File: src/rtl/vip_frame_stream_gen.sv
// Pixel-stream source: emits vsync/href/clken plus an 8-bit Y test pattern
// with programmable active size, blanking and pixel rate.
module vip_frame_stream_gen #(
  parameter int unsigned IMG_HDISP     = 640,
  parameter int unsigned IMG_VDISP     = 480,
  parameter int unsigned H_BLANK       = 160,
  parameter int unsigned V_BLANK_LINES = 20,
  parameter int unsigned VS_LEAD       = 1,
  parameter int unsigned CLKEN_DIV     = 1
) (
  input  logic       clk,
  input  logic       rst_n,
  input  logic       enable,
  input  logic [1:0] pattern_sel,
  input  logic [7:0] const_val,
  output logic       post_frame_vsync,
  output logic       post_frame_href,
  output logic       post_frame_clken,
  output logic [7:0] post_img_Y,
  output logic       frame_done
);

  localparam int unsigned ACT_CLKS  = IMG_HDISP * CLKEN_DIV;
  localparam int unsigned LINE_CLKS = ACT_CLKS + H_BLANK;
  localparam int unsigned CW        = $clog2(LINE_CLKS);
  localparam int unsigned LW        = 10;
  localparam int unsigned XW        = 10;
  localparam int unsigned DW        = 4;

  typedef enum logic [1:0] {
    S_IDLE,
    S_VBLANK,
    S_LEAD,
    S_ACTIVE
  } state_t;

  state_t          state_q;
  logic [CW-1:0]   clk_cnt;
  logic [LW-1:0]   line_cnt;
  logic [DW-1:0]   div_cnt;
  logic [XW-1:0]   x_cnt;
  logic [1:0]      pat_q;
  logic [7:0]      cval_q;

  state_t          nxt_state;
  logic [CW-1:0]   nxt_clk;
  logic [LW-1:0]   nxt_line;
  logic [DW-1:0]   nxt_div;
  logic [XW-1:0]   nxt_x;
  logic            nxt_vsync;
  logic            nxt_href;
  logic            nxt_clken;
  logic [7:0]      nxt_y;
  logic            nxt_done;
  logic            last_clk;
  logic            last_line;
  logic            vs_rise;
  logic [1:0]      pat_use;
  logic [7:0]      cval_use;

  // Test pattern value for one pixel coordinate
  function automatic logic [7:0] pixel(input logic [1:0] pat, input logic [7:0] cval,
                                       input logic [7:0] x, input logic [7:0] y);
    logic [7:0] v;
    case (pat)
      2'd0:    v = x;
      2'd1:    v = y;
      2'd2:    v = (x[3] ^ y[3]) ? 8'hFF : 8'h00;
      default: v = cval;
    endcase
    return v;
  endfunction

  // Next raster position and the output values that position implies
  always_comb begin
    nxt_state = state_q;
    nxt_clk   = clk_cnt;
    nxt_line  = line_cnt;
    nxt_done  = 1'b0;
    last_clk  = (clk_cnt == CW'(LINE_CLKS - 1));
    case (state_q)
      S_VBLANK: last_line = (line_cnt == LW'(V_BLANK_LINES - 1));
      S_LEAD:   last_line = (line_cnt == LW'((VS_LEAD > 0) ? VS_LEAD - 1 : 0));
      S_ACTIVE: last_line = (line_cnt == LW'(IMG_VDISP - 1));
      default:  last_line = 1'b0;
    endcase

    if (state_q == S_IDLE) begin
      if (enable) begin
        nxt_state = S_VBLANK;
        nxt_clk   = '0;
        nxt_line  = '0;
      end
    end else begin
      nxt_clk = last_clk ? '0 : clk_cnt + CW'(1);
      if (last_clk) begin
        nxt_line = last_line ? '0 : line_cnt + LW'(1);
        if (last_line) begin
          case (state_q)
            S_VBLANK: nxt_state = (VS_LEAD > 0) ? S_LEAD : S_ACTIVE;
            S_LEAD:   nxt_state = S_ACTIVE;
            default: begin
              nxt_done  = 1'b1;
              nxt_state = enable ? S_VBLANK : S_IDLE;
            end
          endcase
        end
      end
    end

    nxt_vsync = (nxt_state == S_LEAD) || (nxt_state == S_ACTIVE);
    nxt_href  = (nxt_state == S_ACTIVE) && (nxt_clk < CW'(ACT_CLKS));
    nxt_div   = ((nxt_clk == '0) || (div_cnt == DW'(CLKEN_DIV - 1))) ? '0 : div_cnt + DW'(1);
    nxt_clken = nxt_href && (nxt_div == '0);
    nxt_x     = (nxt_clk == '0) ? '0 : (nxt_clken ? x_cnt + XW'(1) : x_cnt);

    // Pattern selection is frozen at the vsync rising edge
    vs_rise  = nxt_vsync && !post_frame_vsync;
    pat_use  = vs_rise ? pattern_sel : pat_q;
    cval_use = vs_rise ? const_val : cval_q;

    if (!nxt_href)
      nxt_y = 8'h00;
    else if (nxt_clken)
      nxt_y = pixel(pat_use, cval_use, nxt_x[7:0], nxt_line[7:0]);
    else
      nxt_y = post_img_Y;
  end

  // State, counters and registered outputs
  always_ff @(posedge clk or negedge rst_n) begin
    if (!rst_n) begin
      state_q          <= S_IDLE;
      clk_cnt          <= '0;
      line_cnt         <= '0;
      div_cnt          <= '0;
      x_cnt            <= '0;
      pat_q            <= 2'd0;
      cval_q           <= 8'h00;
      post_frame_vsync <= 1'b0;
      post_frame_href  <= 1'b0;
      post_frame_clken <= 1'b0;
      post_img_Y       <= 8'h00;
      frame_done       <= 1'b0;
    end else begin
      state_q          <= nxt_state;
      clk_cnt          <= nxt_clk;
      line_cnt         <= nxt_line;
      div_cnt          <= nxt_div;
      x_cnt            <= nxt_x;
      pat_q            <= pat_use;
      cval_q           <= cval_use;
      post_frame_vsync <= nxt_vsync;
      post_frame_href  <= nxt_href;
      post_frame_clken <= nxt_clken;
      post_img_Y       <= nxt_y;
      frame_done       <= nxt_done;
    end
  end

endmodule

File: config.mk
export PLATFORM = sky130hd
export DESIGN_NAME = vip_frame_stream_gen
export DESIGN_NICKNAME = d
export VERILOG_FILES = /design/src/rtl/vip_frame_stream_gen.sv
export SDC_FILE = /design/constraint.sdc
export NUM_CORES = 1
export LEC_CHECK = 0
export ABC_AREA = 1
export BUFFER_PORTS_ARGS = -buffer_cell sky130_fd_sc_hd__buf_2
export CAP_MARGIN = 25
export CORE_ASPECT_RATIO = 0.75
export CORE_MARGIN = 10
export CORE_UTILIZATION = 60
export DETAILED_ROUTE_END_ITERATION = 16
export HOLD_SLACK_MARGIN = 0.05
export PLACE_DENSITY = 0.79
export SYNTH_ARGS = -nofsm -noshare
export SYNTH_HDL_FRONTEND = slang
export SYNTH_SLANG_ARGS = --single-unit
File: constraint.sdc
create_clock -name clk -period 4 [get_ports clk]
set_input_delay 0.8 -clock clk [delete_from_list [all_inputs] [get_ports clk]]
set_output_delay 0.8 -clock clk [all_outputs]
set_load 0.05 [all_outputs]
Yosys cells after proc, flatten, opt, wreduce, memory -nomap -nowiden. Index checks and enable logic that the tools add are counted.

Bits of input ports: 13. Bits in registers: 58. Logic and storage cells: 75.

Magnitude comparators: 1. Add/sub/neg operators: 4. Bitwise gates (word level): 1. Equal/unequal tests: 12. Reduce and logical (&&, ||, !) cells: 16. Muxes and demuxes: 27.

Operators with widths (number): 10-bit 2-to-1 mux (9); 8-bit 2-to-1 mux (4); 10-bit by 1-bit adder with 10-bit output (second input constant) (3); 8-bit one-hot mux with 3 select lines (1); 10-bit logical NOT (2); 10-bit equality test (second input constant) (1); 10-bit by 5-bit equality test with 1-bit output (second input constant) (1); 10-bit by 9-bit equality test with 1-bit output (second input constant) (1); 2-bit equality test (second input constant) (5); 10-bit < comparator (second input constant) (1); 2-bit 2-to-1 mux (5); 4-bit logical NOT (2); 1-bit 2-to-1 mux (5); 4-bit by 1-bit adder with 4-bit output (second input constant) (1); 2-bit by 1-bit equality test with 1-bit output (second input constant) (2); 2-bit logical NOT (2); 4-bit 2-to-1 mux (1); 2-bit one-hot mux with 2 select lines (1); 2-bit nonzero test (2); 1-bit logical AND (3); 1-bit one-hot mux with 3 select lines (1); 1-bit logical OR (2); 2-bit by 1-bit != test with 1-bit output (second input constant) (1); 2-bit != test (second input constant) (1); other kinds (4) (4).

Longest topological paths before layout. Gate-level depths: netlist of the first run.

Word-level depth: 15. Mapped depth: 24. Depth with buffers taken out: 23.

Least setup slack after synthesis of the first run. OpenSTA, ideal clock, no wires.

Path type: input-to-reg. Start point: input enable. End point: register post_img_Y[0]. Library setup time: 0.118 ns. Data required time: 3.882 ns. Setup slack: 1.478 ns. Data arrival time: 2.404 ns. Cell stages on the path: 15. Path through: nor2_1 > buf_2 > a22oi_1 > nand3_1 > nor2_2 > nand3_4 > o211ai_2 > clkbuf_4 > nand4_1 > nand2_1 > nand3_2 > nand3_4 > nand2_1 > nand2_1 > nand2_1.

Cells in the longest elaborated chain, start to end: 15.

RTL lines: from (decl) (line 13) `input logic enable,`; branches (longest 15 deep; another with 10-bit < comparator); to (signal assigned) (line 156) `post_img_Y <= nxt_y;`; to (decl) (line 19) `output logic [7:0] post_img_Y,`.

Parallel ways; which one is timed is not known. The select of a mux whose other input is x is not followed. A chain may end at the register's enable or synchronous reset.

Worst setup path in the final report of the first run.
Start point: register state_q[1]. End point: register post_img_Y[0].

RTL lines: from (decl) (line 37) `state_t state_q;`; from (signal assigned) (line 146) `state_q <= nxt_state;`; 2-bit logical NOT * (line 88) `if (state_q == S_IDLE) begin`; 10-bit 2-to-1 mux * (line 88); net nxt_clk[7] (line 46) `logic [CW-1:0] nxt_clk;`; branches (longest 12 deep; another with 10-bit < comparator).

Mark *: on every way through the listed nets, which the timed path passes. The select of a mux whose other input is x is not followed.

==> results of run 1 <==
-- cells by family (layout without fill, tap and decap cells) --
| family | count (synthesis) | in the layout |
|---|---|---|
| AO/OA/AOI/OAI | 51 | 51 |
| buffers and inverters | 82 | 107 |
| AND/OR/NAND/NOR | 263 | 263 |
| flip-flops | 56 | 56 |
| adder cells (fa/ha/maj) | 10 | 10 |
| XOR/XNOR | 11 | 11 |
-- flip-flops by register name, summed over array words and instances (netlist names) --
signal / flops
div_cnt: 4
post_frame_vsync: 1
pat_q: 2
post_frame_clken: 1
cval_q: 8
x_cnt: 8
post_img_Y: 8
state_q: 2
post_frame_href: 1
frame_done: 1
line_cnt: 10
clk_cnt: 10
-- area by class of cell --
type | instances | area (um^2)
inverter | 72 | 278
clock buffer | 7 | 96.3
multi-input combinational | 335 | 1840
fill | 505 | 1940
timing repair buffer | 27 | 143
tap | 78 | 97.6
sequential | 56 | 1400
clock inverter | 1 | 30.0
-- layout by cell type, fill, tap and decap left out, types with 3 or more instances in the layout --
cell type	Yosys	routed
a21oi_1	15	15
inv_2	5	5
ha_1	10	10
o22ai_1	5	5
o21ai_0	18	18
nand3_1	45	45
inv_1	63	63
nor2_2	5	5
nor3_1	3	3
nor2_4	3	3
a31oi_1	3	3
clkbuf_8	0	7
nand4_1	13	13
and2_1	5	5
dfrtp_1	56	56
nand2_4	6	6
nor2_1	37	37
nand2_2	5	5
xor2_1	10	10
buf_4	1	3
nand3_4	5	5
nand2_1	128	128
buf_2	3	24
-- where the power goes --
part	total (mW)	leakage [nW]	internal [mW]	switching [mW]
registers	0.693	0.665	0.621	0.0720
clock network	0.404	0.0645	0.221	0.183
logic	0.328	1.37	0.109	0.219
-- worst reg2reg max path: stages (launching register included) --
cell and delay [ps]:
dfrtp_1 430, inv_1 130, ha_1 520, inv_1 110, nor2_1 370, buf_4 230, nand2_1 60, nand2_1 120
inv_1 60, nand2_1 70, nor2_2 50, nand3_4 160, o211ai_2 300, nand3_4 290, nand2_1 80, nand2_1 100
nand3_2 90, nand3_4 140, nand2_1 80, nand2_1 60, nand2_1 50
-- layer usage --
metal	global-route usage, %	vias up	wire length, um
met5	0	-	0
met4	4.48	0	74
met3	4.73	9	639
met2	28.3	120	3680
met1	24.1	1417	3940
li1	-	1557	-
-- worst max-delay path by stage --
stage                          start             to  slack (ps)  depth (start not counted)
after floorplan               enable  post_img_Y[0]        1480                         15
after global routing      state_q[1]  post_img_Y[3]          20                         20
after global placement    state_q[1]  post_img_Y[7]         710                         20
after detailed placement  state_q[0]  post_img_Y[5]         520                         20
final                     state_q[1]  post_img_Y[0]         410                         20
after CTS                 state_q[1]  post_img_Y[0]         440                         20
-- through the flow --
step / util [%] / cell area [um^2] / worst slack (ps) / hold WS (ps) / instances
2_1_floorplan: - / 3600 / 1480 / 436 / 473
3_3_place_gp: 64.5 / 3760 / 711 / 448 / 568
3_5_place_dp: 64.5 / 3760 / 518 / 455 / 568
4_1_cts: 66.7 / 3880 / 443 / 477 / 576
5_1_grt: 66.7 / 3880 / 21.0 / 509 / 576
6_report: 66.7 / 3880 / 413 / 473 / 576
==> summary.txt, run 1 <==
Outcome
  – Outcome: complete, no violations

Clocking
  – Hold_buf cts: 0
  – CTS tree: done
  – H-tree depth: 2
  – Clock sinks: 56
  – Reg clk slew, reported paths: 90 ps
  – Post-CTS Resized: 0
  – Post-CTS Setup Bufs: 0
  – Max clock buf depth: 2
  – Root Buffer: clkbuf_8
  – TritonCTS Buffers: 5
  – Clock Latency Late Sink: 310 ps

Synthesis
  – Ys async rst share: 100%
  – Syn_area_per_cell: 7.61 um^2
  – Post-synth top area cell: dfrtp_1
  – Synth Area in XOR/XNOR: 2.68%
  – Synth Area in Compound Gates: 8.58%
  – Number of flops mapped to enable cells by yosys: 0
  – Most instantiated cells after synthesis: nand2_1 (128), inv_1 (63), dfrtp_1 (56)
  – Cells taking the most area after synthesis: dfrtp_1 (39%), nand2_1 (13%), inv_1 (6.6%)
  – Largest family of logic cells by synthesized area: simple AND/OR/NAND/NOR gates
  – Seq/Total Area, Yosys: 38.9%
  – Post-synthesis register bit count: 56
  – Ys flop type: dfrtp_1
  – Yosys top cell area share: 38.9%
  – Most common cell in the synthesized netlist: nand2_1
  – Post-Synth Adder-Cell Area: 3.47%
  – Syn. warnings: 0
  – Synthesized net count: 496
  – Synth Area in Simple Gates: 36.3%
  – Synth Instances: 473
  – Mapped Area: 0.00360 mm^2
  – Yosys cell types: 41
  – Post-synthesis mux area share: 0%

Routing
  – Antenna-violating nets left: 0
  – Post-route DRC violation count: 0
  – Via density: 5.39
  – DRT iter0 DRCs: 177
  – Drt pass-1 iters: 5
  – Routed length per instance: 14.5 um
  – WL final: 8340 um
  – Vias: 3103

Floorplanning
  – IO Count: 25
  – Core ar.: 0.00583 mm^2
  – Effective utilization at floorplan: 61.8%
  – Rows: 24
  – Die ar.: 0.00953 mm^2
  – Chip width: 109 um
  – Die Span Y: 87.1 um

Worst setup path
  – Crit-path cells: inv_1 > ha_1 > inv_1 > nor2_1 > buf_4 > nand2_1 > nand2_1 > inv_1 > nand2_1 > nor2_2 > nand3_4 > o211ai_2 > nand3_4 > nand2_1 > nand2_1 > nand3_2 > nand3_4 > nand2_1 > nand2_1 > nand2_1
  – CP bufs+invs: 4
  – Worst R2R Setup Slack: 410 ps
  – FF-to-FF Start: state_q[1]
  – Critical path arrival: 3790 ps
  – Crit path kind: reg -> reg
  – Crit path max fanout: 16
  – CP max-delay cell: ha_1
  – Top cell by count, worst path: nand2_1
  – CP delay by family, top: simple AND/OR/NAND/NOR gates
  – CP required: 4210 ps
  – RR Endpoint: post_img_Y[0]
  – Max incr delay on CP: 520 ps
  – CP startpoint kind: register
  – Worst reg-to-reg path cell count: 20
  – CP endpoint kind: register

Pwr
  – Peak VDD IR: 0.000220 V
  – Pleak: 2.10 nW
  – Power, Total: 1.43 mW
  – PwrDens: 367 mW/mm^2

Layout
  – Layout cells sized above 1: 15.5%
  – Area delta synth->final: 7.89%
  – Ant. Diodes: 0
  – # nets final: 520

Placement
  – Number of port buffers: 24
  – GP Congestion: 0.982
  – Estimated wirelength of the detail-placed design: 6220 um

Global route
  – Largest net degree at the start of global routing: 35
  – Number of global-route vias before repair: 2982
  – GRT Resource Usage Total: 18.0%
  – Antenna violations before repair: 0
  – First-pass GRT wire length: 14000 um
  – Grt ovf: 0

Timing
  – Tcrit/Tclk final: 89.7%
  – RSZ-0062 raised after global routing: false
  – Final setup vio count: 0
  – Final slew viol count: 0
  – Minimum clock period: 3590 ps
  – Worst slew pin tran: 819 ps
  – Slew margin rel.: 45.4%
  – Fmax achieved: 0.279 GHz
  – Final setup TNS: 0 ps
  – Clock Skew: 11.3 ps
  – Final hold vios: 0

Run
  – Total of max-cap violations: 0

Min path
  – Hold depth: 2
  – WHS Endpoint: cval_q[1]
  – Hold Path Origin: cval_q[1]
  – Hold crit path type: reg -> reg
No activity file was read; power rests on OpenSTA's default activity.
==> inputs of run 2 (changes only) <==
--- a/config.mk
+++ b/config.mk
@@ -14,6 +14,7 @@
 export DETAILED_ROUTE_END_ITERATION = 16
 export HOLD_SLACK_MARGIN = 0.05
 export PLACE_DENSITY = 0.79
+export REMOVE_ABC_BUFFERS = 1
 export SYNTH_ARGS = -nofsm -noshare
 export SYNTH_HDL_FRONTEND = slang
 export SYNTH_SLANG_ARGS = --single-unit
==> summary.txt, run 2 (synthesis results as in run 1) <==
Timing
  – Tcrit/Tclk final: 80.9%
  – Fmax achieved: 0.309 GHz
  – RSZ-0062 raised after global routing: false
  – Minimum clock period: 3230 ps
  – Clock Skew: 8.60 ps
  – Worst slew pin tran: 791 ps
  – Final setup TNS: 0 ps
  – Slew margin rel.: 47.3%
  – Final setup vio count: 0
  – Hold WS: 485 ps
  – Final hold vios: 0
  – Final slew viol count: 0

Pwr
  – Sw Share: 35.3%
  – Clk network pwr share: 22.6%
  – Pleak: 2.08 nW
  – P_sw: 0.465 mW
  – Peak VDD IR: 0.000204 V
  – Reg power frac: 52.4%
  – Pint: 0.851 mW
  – Part of the power in combinational logic: 25.0%
  – PwrDens: 342 mW/mm^2

Routing
  – Antenna-violating nets left: 0
  – DRT iter0 DRCs: 216
  – Post-route DRC violation count: 0
  – WL final: 8260 um
  – Via density: 5.34
  – Vias: 3076
  – Drt pass-1 iters: 5
  – Routed length per instance: 14.3 um

Floorplanning
  – Die Span Y: 87.1 um
  – Effective utilization at floorplan: 61.8%
  – Chip width: 109 um
  – IO Count: 25
  – Core ar.: 0.00583 mm^2
  – Rows: 24
  – Die ar.: 0.00953 mm^2

Clocking
  – H-tree depth: 2
  – Max clock buf depth: 2
  – Reg clk slew, reported paths: 100 ps
  – Post-CTS Setup Bufs: 0
  – Root Buffer: clkbuf_8
  – Hold_buf cts: 0
  – CTS tree: done
  – TritonCTS Buffers: 5
  – Clock sinks: 56
  – Post-CTS Resized: 0
  – Clock Latency Late Sink: 300 ps

Global route
  – GRT Resource Usage Total: 18.0%
  – Number of global-route vias before repair: 2917
  – Antenna violations before repair: 0
  – Grt ovf: 0
  – First-pass GRT wire length: 14000 um
  – Largest net degree at the start of global routing: 34

Layout
  – Ant. Diodes: 0
  – Layout cells sized above 1: 15.3%
  – Area delta synth->final: 6.74%
  – Filler Cell Count: 537
  – Final Instance Count excl. Fillers: 576
  – Multi-input logic area: 0.00184 mm^2
  – Register area: 0.00140 mm^2
  – Commonest non-fill, non-tap cell in the layout: nand2_1
  – # nets final: 521
  – Regs by FF count: clk_cnt x10, line_cnt x10
  – Commonest non-fill, non-tap cells in the layout: nand2_1 (128), inv_1 (63), dfrtp_1 (56)

Worst setup path
  – Crit path max fanout: 16
  – Worst reg-to-reg path cell count: 18
  – CP required: 4240 ps
  – CP startpoint kind: register
  – Crit path kind: reg -> reg
  – Top cell by count, worst path: nand2_1
  – Critical path arrival: 3480 ps
  – CP max-delay cell: dfrtp_1
  – CP endpoint kind: register
  – Max incr delay on CP: 430 ps
  – Crit-path cells: inv_1 > ha_1 > inv_1 > nor2_1 > buf_4 > a22oi_1 > nand3_1 > nor2_2 > nand3_4 > o211ai_2 > nand3_4 > nand2_1 > nand2_1 > nand3_2 > nand3_4 > nand2_1 > nand2_1 > nand2_1

Placement
  – Number of port buffers: 24
  – Estimated wirelength of the detail-placed design: 6330 um
  – Cell count after placement: 569
  – GP Congestion: 0.931

Outcome
  – Outcome: complete, no violations

Min path
  – Hold crit path type: reg -> reg
  – Hold depth: 2

Run
  – Total of max-cap violations: 0
-- run 2: cell count changes in the layout (fill, tap and decap cells not counted) --
cell / previous run / this run
clkbuf_8: 7 / 5
bufinv_16: 1 / 0
clkbuf_1: 0 / 1
buf_4: 3 / 4
clkinv_2: 0 / 1
-- run 2: layer usage --
layer	vias up	track usage [%]	part of all wire, %
met3	4	3.85	5.6
met4	0	3.89	0.48
met1	1428	26.0	50
met2	77	26.6	44
met5	-	0	0
li1	1567	-	-
-- run 2: final cells by class --
| cell class | count | share of cell area (%) |
|---|---|---|
| Tap cell | 78 | 2.54 |
| Timing Repair Buffer | 28 | 3.91 |
| Clock inverter | 1 | 0.130 |
| Inverter | 72 | 7.23 |
| Multi-Input combinational cell | 335 | 47.9 |
| Clock buffer | 6 | 1.89 |
| Sequential cell | 56 | 36.5 |
-- run 2: power groups by stage --
stage / registers, mW / logic (mW) / clock network (mW)
after floorplan: 0.683 / 0.250 / 0
after global placement: 0.701 / 0.315 / 0
after detailed placement: 0.699 / 0.326 / 0
after CTS: 0.688 / 0.328 / 0.303
after global routing: 0.700 / 0.376 / 0.331
final: 0.690 / 0.329 / 0.297
-- run 2: critical path: cells and delay by family (launching register included) --
family	cells	cell delay (ps)
AND/OR/NAND/NOR	12	1560
AO/OA/AOI/OAI	2	530
adder cells (fa/ha/maj)	1	220
flip-flops	1	430
buffers and inverters	3	420
-- run 2: per-stage QoR --
stage               power [mW]  util [%]  setup WS (ps)  area, um^2
floorplan                0.933         -            738        3520
global placement          1.02      64.6            891        3770
detailed placement        1.03      64.6            752        3770
CTS                       1.32      66.0            790        3840
global route              1.41      66.0            442        3840
finish                    1.32      66.0            765        3840
-- run 2: path summary, 6_finish.rpt --
kind | to | slack, ps | startpoint
worst max register to register | post_img_Y[0] | 770 | state_q[0]
worst max-delay path | post_img_Y[0] | 770 | state_q[0]
max in group asynchronous | line_cnt[7] | 2610 | rst_n
worst min-delay path | cval_q[1] | 490 | cval_q[1]
min in group asynchronous | clk_cnt[3] | 560 | rst_n
worst min register to register | cval_q[1] | 490 | cval_q[1]
==> inputs of run 3 (changes only) <==
==> constraint.sdc (replaced) <==
create_clock -name clk -period 3.39 [get_ports clk]
set_input_delay 0.678 -clock clk [delete_from_list [all_inputs] [get_ports clk]]
set_output_delay 0.678 -clock clk [all_outputs]
set_load 0.05 [all_outputs]
==> summary.txt, run 3 (synthesis results as in run 1) <==
Outcome
  – Outcome: complete, no violations

Clocking
  – Root Buffer: clkbuf_8
  – Clock Latency Late Sink: 310 ps
  – CTS tree: done
  – Max clock buf depth: 2
  – Clock sinks: 56
  – H-tree depth: 2
  – Hold_buf cts: 0
  – Post-CTS Resized: 0
  – Reg clk slew, reported paths: 100 ps
  – TritonCTS Buffers: 5
  – Post-CTS Setup Bufs: 0

Worst setup path
  – Crit path max fanout: 16
  – Crit path kind: reg -> reg
  – Worst reg-to-reg path cell count: 20
  – CP endpoint kind: register
  – Critical path arrival: 3250 ps
  – CP startpoint kind: register
  – CP required: 3600 ps

Floorplanning
  – Effective utilization at floorplan: 61.8%
  – Chip width: 109 um
  – Die ar.: 0.00953 mm^2
  – Rows: 24
  – IO Count: 25
  – Die Span Y: 87.1 um
  – Core ar.: 0.00583 mm^2

Placement
  – Number of port buffers: 24
  – GP Congestion: 0.953
  – Estimated wirelength of the detail-placed design: 6150 um

Min path
  – Hold crit path type: in -> async

Timing
  – Slew margin rel.: 53.8%
  – Final setup vio count: 0
  – RSZ-0062 raised after global routing: false
  – Final setup TNS: 0 ps
  – Tcrit/Tclk final: 89.7%
  – Minimum clock period: 3040 ps
  – Clock Skew: 8.08 ps
  – Final slew viol count: 0
  – Final hold vios: 0
  – Fmax achieved: 0.329 GHz
  – Worst slew pin tran: 694 ps

Routing
  – Vias: 3149
  – Post-route DRC violation count: 0
  – DRT iter0 DRCs: 202
  – WL final: 8140 um
  – Via density: 5.46
  – Drt pass-1 iters: 5
  – Antenna-violating nets left: 0
  – Routed length per instance: 14.1 um

Layout
  – Commonest non-fill, non-tap cells in the layout: nand2_1 (128), inv_1 (63), dfrtp_1 (56)
  – Final Util: 66.3%
  – Commonest non-fill, non-tap cell in the layout: nand2_1
  – Layout cells sized above 1: 15.4%
  – Area delta synth->final: 7.30%
  – Ant. Diodes: 0
  – # nets final: 521
  – Regs by FF count: clk_cnt x10, line_cnt x10

Global route
  – Antenna violations before repair: 0
  – Grt ovf: 0
  – Number of global-route vias before repair: 2868
  – GRT Resource Usage Total: 17.3%
  – First-pass GRT wire length: 13500 um
  – Largest net degree at the start of global routing: 36

Run
  – Total of max-cap violations: 0

Pwr
  – PwrDens: 409 mW/mm^2
  – Pleak: 2.09 nW
  – Peak VDD IR: 0.000270 V
## run 3: changes by cell type in the layout (fill, tap and decap cells not counted), sizes merged
cell,change
clkbuf,+2
clkinv,-1
## run 3: power breakdown
group	internal, mW	switching, mW	total (mW)
registers	0.733	0.0830	0.816
clock network	0.168	0.216	0.383
logic	0.129	0.251	0.380
## run 3: layer usage
| metal | GRT usage, % | share of wire [%] | wire [um] |
|---|---|---|---|
| met1 | 24.9 | 49 | 4010 |
| met2 | 26.2 | 43 | 3530 |
| met3 | 3.70 | 6.4 | 521 |
| met4 | 3.42 | 1.0 | 83 |
| met5 | 0 | 0 | 0 |
## run 3: path summary, 6_finish.rpt
check | from | to | slack (ps)
min in group clk | cval_q[1] | cval_q[1] | 480
setup reg to reg | state_q[0] | post_img_Y[6] | 350
hold reg to reg | cval_q[1] | cval_q[1] | 480
max in group asynchronous | rst_n | line_cnt[7] | 2220
hold / removal | rst_n | clk_cnt[4] | 330
setup / recovery | state_q[0] | post_img_Y[6] | 350
## run 3: critical path: stages, from the launching register on
cell	delay [ps]
dfrtp_1	440
inv_1	130
ha_1	170
inv_1	80
buf_4	180
o21ai_0	150
nand2_1	70
nand2_1	70
nand3_1	100
nor2_2	160
nand3_4	200
o211ai_2	280
nand3_4	310
nand2_1	170
nand2_1	70
nand3_1	70
nand2_1	60
inv_1	60
nand2_1	50
nand2_1	60
nand2_1	50
## run 3: through the flow
stage / setup slack, ps / power (mW) / cell area [um^2] / hold slack [ps] / std cells
detailed placement: 84.2 / 1.20 / 3770 / 460 / 569
floorplan: 128 / 1.10 / 3520 / 382 / 463
finish: 351 / 1.58 / 3860 / 329 / 577
CTS: 90.1 / 1.58 / 3860 / 343 / 577
global placement: 262 / 1.19 / 3770 / 449 / 569
global route: 23.7 / 1.69 / 3860 / 345 / 577
## run 3: layout make-up
cell class              count  area, um^2
repair buffers             28         150
fillers                   517        1960
flip-flops and latches     56        1400
multi-input cells         335        1850
well taps                  78        97.6
inverters                  72         278
clock buffers               8        90.1
